**src/rtl/inst_encoder.sv**
```systemverilog
// RV32I instruction encoder: turns format descriptors into instruction words and
// streams them into instruction memory from a base address, with a FULL stop at the top.
module inst_encoder #(
    parameter int unsigned ADDR_W = 14
) (
    input  logic              clk,
    input  logic              rst_n,
    input  logic              start,
    input  logic [ADDR_W-1:0] base_addr,
    input  logic              in_valid,
    output logic              in_ready,
    input  logic [2:0]        in_cls,
    input  logic [4:0]        in_rd,
    input  logic [4:0]        in_rs1,
    input  logic [4:0]        in_rs2,
    input  logic [2:0]        in_funct3,
    input  logic              in_alt,
    input  logic [31:0]       in_imm,
    output logic              imem_we,
    output logic [ADDR_W-1:0] imem_addr,
    output logic [31:0]       imem_wdata,
    input  logic              imem_ack,
    output logic              busy,
    output logic              full,
    output logic              err,
    output logic [ADDR_W:0]   wr_cnt,
    output logic [7:0]        err_cnt
);

    typedef enum logic [1:0] {StIdle, StRun, StFull} state_e;

    localparam logic [6:0] OpR    = 7'b0110011;
    localparam logic [6:0] OpI    = 7'b0010011;
    localparam logic [6:0] OpLoad = 7'b0000011;
    localparam logic [6:0] OpS    = 7'b0100011;
    localparam logic [6:0] OpB    = 7'b1100011;
    localparam logic [6:0] OpLui  = 7'b0110111;
    localparam logic [6:0] OpJal  = 7'b1101111;
    localparam logic [6:0] OpJalr = 7'b1100111;

    state_e            state_q;
    logic              we_q;
    logic [ADDR_W-1:0] addr_q;
    logic [31:0]       wdata_q;
    logic              err_q;
    logic [ADDR_W:0]   wr_cnt_q;
    logic [7:0]        err_cnt_q;

    logic        last_addr;
    logic        write_done;
    logic        accept;
    logic [31:0] enc_word;
    logic        enc_legal;

    logic signed [31:0] imm_s;
    logic               fits12;
    logic               fits_b;
    logic               fits_j;
    logic [6:0]         funct7;

    assign imm_s  = $signed(in_imm);
    assign fits12 = (imm_s >= -32'sd2048) && (imm_s <= 32'sd2047);
    assign fits_b = (imm_s >= -32'sd4096) && (imm_s <= 32'sd4094) && !in_imm[0];
    assign fits_j = (imm_s >= -32'sd1048576) && (imm_s <= 32'sd1048574) && !in_imm[0];

    always_comb begin
        enc_word  = 32'h0;
        enc_legal = 1'b1;
        funct7    = 7'b0000000;
        case (in_cls)
            3'd0: begin
                if (in_alt && (in_funct3 == 3'b000 || in_funct3 == 3'b101)) funct7 = 7'b0100000;
                enc_word = {funct7, in_rs2, in_rs1, in_funct3, in_rd, OpR};
            end
            3'd1: begin
                if (in_funct3 == 3'b001 || in_funct3 == 3'b101) begin
                    if (in_alt && in_funct3 == 3'b101) funct7 = 7'b0100000;
                    enc_legal = (in_imm[31:5] == 27'h0);
                    enc_word  = {funct7, in_imm[4:0], in_rs1, in_funct3, in_rd, OpI};
                end else begin
                    enc_legal = fits12;
                    enc_word  = {in_imm[11:0], in_rs1, in_funct3, in_rd, OpI};
                end
            end
            3'd2: begin
                enc_legal = fits12;
                enc_word  = {in_imm[11:0], in_rs1, 3'b010, in_rd, OpLoad};
            end
            3'd3: begin
                enc_legal = fits12;
                enc_word  = {in_imm[11:5], in_rs2, in_rs1, 3'b010, in_imm[4:0], OpS};
            end
            3'd4: begin
                enc_legal = fits_b && (in_funct3 == 3'b000 || in_funct3 == 3'b001 ||
                                       in_funct3 == 3'b100 || in_funct3 == 3'b101);
                enc_word  = {in_imm[12], in_imm[10:5], in_rs2, in_rs1, in_funct3,
                             in_imm[4:1], in_imm[11], OpB};
            end
            3'd5: begin
                enc_legal = (in_imm[11:0] == 12'h0);
                enc_word  = {in_imm[31:12], in_rd, OpLui};
            end
            3'd6: begin
                enc_legal = fits_j;
                enc_word  = {in_imm[20], in_imm[10:1], in_imm[11], in_imm[19:12], in_rd, OpJal};
            end
            3'd7: begin
                enc_legal = fits12;
                enc_word  = {in_imm[11:0], in_rs1, 3'b000, in_rd, OpJalr};
            end
        endcase
    end

    assign last_addr  = (addr_q == {ADDR_W{1'b1}});
    assign write_done = we_q && imem_ack;
    // The write at the top address is the last one: nothing may be accepted alongside its ack.
    assign in_ready   = (state_q == StRun) && !start && (!we_q || (imem_ack && !last_addr));
    assign accept     = in_valid && in_ready;

    always_ff @(posedge clk or negedge rst_n) begin
        if (!rst_n) begin
            state_q   <= StIdle;
            we_q      <= 1'b0;
            addr_q    <= '0;
            wdata_q   <= 32'h0;
            err_q     <= 1'b0;
            wr_cnt_q  <= '0;
            err_cnt_q <= 8'h0;
        end else if (start) begin
            state_q   <= StRun;
            we_q      <= 1'b0;
            addr_q    <= base_addr;
            err_q     <= 1'b0;
            wr_cnt_q  <= '0;
            err_cnt_q <= 8'h0;
        end else begin
            err_q <= 1'b0;
            if (write_done) begin
                we_q     <= 1'b0;
                addr_q   <= addr_q + ADDR_W'(1);
                wr_cnt_q <= wr_cnt_q + (ADDR_W+1)'(1);
                if (last_addr) state_q <= StFull;
            end
            if (accept) begin
                if (enc_legal) begin
                    we_q    <= 1'b1;
                    wdata_q <= enc_word;
                end else begin
                    err_q <= 1'b1;
                    if (err_cnt_q != 8'hFF) err_cnt_q <= err_cnt_q + 8'd1;
                end
            end
        end
    end

    assign imem_we    = we_q;
    assign imem_addr  = addr_q;
    assign imem_wdata = wdata_q;
    assign err        = err_q;
    assign wr_cnt     = wr_cnt_q;
    assign err_cnt    = err_cnt_q;
    assign busy       = (state_q != StIdle);
    assign full       = (state_q == StFull);

endmodule

```
**config.mk**
```make
export PLATFORM = sky130hd
export DESIGN_NAME = inst_encoder
export DESIGN_NICKNAME = d
export VERILOG_FILES = /design/src/rtl/inst_encoder.sv
export SDC_FILE = /design/constraint.sdc
export NUM_CORES = 1
export LEC_CHECK = 0
export BUFFER_PORTS_ARGS = -buffer_cell sky130_fd_sc_hd__buf_2
export CORE_MARGIN = 2
export CORE_UTILIZATION = 50
export DETAILED_ROUTE_END_ITERATION = 12
export GPL_TIMING_DRIVEN = 1
export MAX_ROUTING_LAYER = met4
export PLACE_DENSITY_LB_ADDON = 0.1
export SLEW_MARGIN = 20
export SYNTH_ARGS = -nofsm -noshare
export SYNTH_HDL_FRONTEND = slang
export SYNTH_SLANG_ARGS = --single-unit
```
**constraint.sdc**
```tcl
create_clock -name clk -period 4.2 [get_ports clk]
set_clock_uncertainty 0.1 [all_clocks]
set_input_delay 0.63 -clock clk [delete_from_list [all_inputs] [get_ports clk]]
set_output_delay 0.63 -clock clk [all_outputs]
set_load 0.005 [all_outputs]
```
==> out/summary.txt <==
Final Hold Violating Endpoints -> 0
Max_slew headroom -> 31.3%
Setup tns final -> 0 ns
Max-slew violations -> 0
Crit Path Max Fanout -> 29
Reg2reg end -> imem_wdata[6]
Post-synth net total -> 509
Yosys reg bits -> 72
Largest net degree at the start of global routing -> 73
DR iter-0 viols -> 133
Ys flop type -> dfrtp_1
Crit path time final -> 3.12 ns
Clock buffer depth -> 2
Worst reg-to-reg path cell count -> 8
First-pass GRT wire length -> 17.4 mm
Fmax -> 320 MHz
Antenna violations before repair -> 0
Synth area leaders -> dfrtp_1 43%, mux2_2 8.7%, mux2i_1 5.1%, xor2_1 3.8%, nand2_1 3.5%
Antenna Violating Nets Remaining -> 0
Die width -> 95.2 microns
Register area -> 1800 sq um
Overflow after GRT -> 0
Final core utilization -> 63.2%
Filler cells -> 718
Core area -> 8130 sq um
Async SR Flop Fraction -> 100%
Dpl hpwl -> 8.19 mm
Worst R2R Setup Slack -> 1.40 ns
Max cap viols -> 0
Via count -> 3819
# DRC -> 0
CP endpoint kind -> register
Clock tree from TritonCTS -> done
Antenna cells -> 0
# hold bufs at CTS -> 0
Post-CTS Resized -> 0
DR vias/cell -> 5.65
Number of I/O pins -> 147
Worst endpoint data arrival time -> 3.26 ns
DP Worst Slack -> 0.733 ns
WP data required -> 4.33 ns
Power per cell area -> 358 nW/um^2
H-tree depth -> 3
Final period util -> 74.4%
Height of the die -> 95.2 microns
Post-route total power -> 1840 uW
Mapped Avg Cell Area -> 9.60 sq um
Wirelength per Cell -> 16.5 microns
Synth area leader -> dfrtp_1
First-pass detailed-route iteration total -> 4
GPL Wtd Cong -> 0.887
Multi-input gate area -> 2180 sq um
Sequential fraction of the synthesis area -> 43.4%
CTS Buf Count -> 9
Pleak -> 0.00244 uW
Crit start category -> input port
Most common cell in the netlist -> dfrtp_1
WS Path Type -> input port to register
CP Launch Point -> in_cls[1]
Final Instance Area -> 5140 sq um
Clock Latency Late Sink -> 0.34 ns
Worst-path clk slew -> 0.09 ns
Row count -> 33
Worst-Margin Slew -> 1.03 ns
Peak supply drop -> 0.160 mV
Starting Density -> 51.1%
# Post-CTS Setup Buffers -> 0
RSZ-0062 raised after global routing -> false
Top-area cell type share of the netlist area -> 43.4%
Cell count after synthesis -> 433
Reg2Reg Launch Point -> imem_addr[0]
Status -> finished, final reports clean
Final setup fails -> 0
Clock root buffer -> clkbuf_8
Yosys warnings -> 0
EDFF count, synth -> 0
Post-Route WL -> 11.1 mm
Syn-to-layout area delta -> 23.7%
Die area -> 9060 sq um
Number of distinct library cells after synthesis -> 49
HP Class -> input port to asynchronous set/reset pin
Final WS setup -> 1.08 ns
Syn Std Cell Area -> 4160 sq um
Commonest cells in the netlist -> 72 x dfrtp_1, 39 x nand2_1, 38 x nor2_1
Total GRT Usage -> 25.6%
Clock tree sinks -> 72
Layout Nets -> 642
Placed inst area -> 4920 sq um
Layout cells sized above 1 -> 35.0%
# port buffers -> 146
Via count of the first global-routing pass -> 3563
==> registers in the layout, indices dropped and copies added (netlist names) <==
signal / flops
err: 1
err_cnt: 8
imem_addr: 14
imem_wdata: 31
imem_we: 1
state_q: 2
wr_cnt: 15
==> how the worst max path moves through the flow <==
stage                           endpoint  slack [ns]  depth (start not counted)
after floorplan           imem_wdata[10]        1.52                          7
after global placement        err_cnt[5]        0.83                          7
after detailed placement      err_cnt[5]        0.73                          7
after CTS                     err_cnt[5]        1.11                          7
after global routing          err_cnt[5]        0.89                          7
final                         err_cnt[5]        1.08                          7
==> logic make-up (layout without fill, tap and decap cells) <==
group	Yosys count	count (layout)	share of synthesized area, %
buf+inv	41	179	4.40
xor+xnor	27	27	5.69
flops	72	72	43.4
simple gates	164	164	20.2
mux	53	53	13.7
compound gates	73	73	11.7
fa+ha+maj	3	3	0.903
==> per-layer routing <==
metal	vias to the layer above	GRT usage (%)	wire length, microns
li1	1825	-	-
met4	0	13.5	382
met1	1786	32.3	4800
met3	32	5.61	864
met5	-	-	0
met2	176	38.6	5080
==> placed cells by master (no fill, tap or decap), drive strengths merged, types with 7 or more instances in the layout <==
cell	instances
nor4	9
xnor2	9
inv	15
dfrtp	72
a21oi	10
and3	7
clkbuf	12
xor2	18
nand2	39
nand3	14
nand4	15
a22o	11
mux2i	21
nor2	38
buf	148
o21ai	24
mux2	32
==> critical path, cell delays in order <==
cell	delay, ns
buf_2	0.45
nor2b_1	0.31
and4_1	0.24
a211oi_1	0.41
o22ai_1	0.44
nor4_1	0.41
mux2_2	0.37
==> per-stage QoR <==
step,hold WS (ns),instances
floorplan,0.234,433
global placement,0.376,660
detailed placement,0.380,660
CTS,0.349,676
global route,0.369,676
finish,0.307,676
==> power breakdown <==
part	leakage, uW	internal [uW]	total, uW	switching [uW]
Combinational	0.00142	188	367	179
Clock	0.000111	354	620	267
Sequential	0.000915	786	850	64.3
Total	0.00244	1330	1840	510
==> final cells by class <==
type	count	share of cell area (%)
multi-input combinational	320	42.4
sequential	72	35.1
timing repair buffer	148	14.6
clock buffer	12	2.82
tap	105	2.56
clock inverter	4	1.51
inverter	15	1.10
No activity file was read; power rests on OpenSTA's default activity.
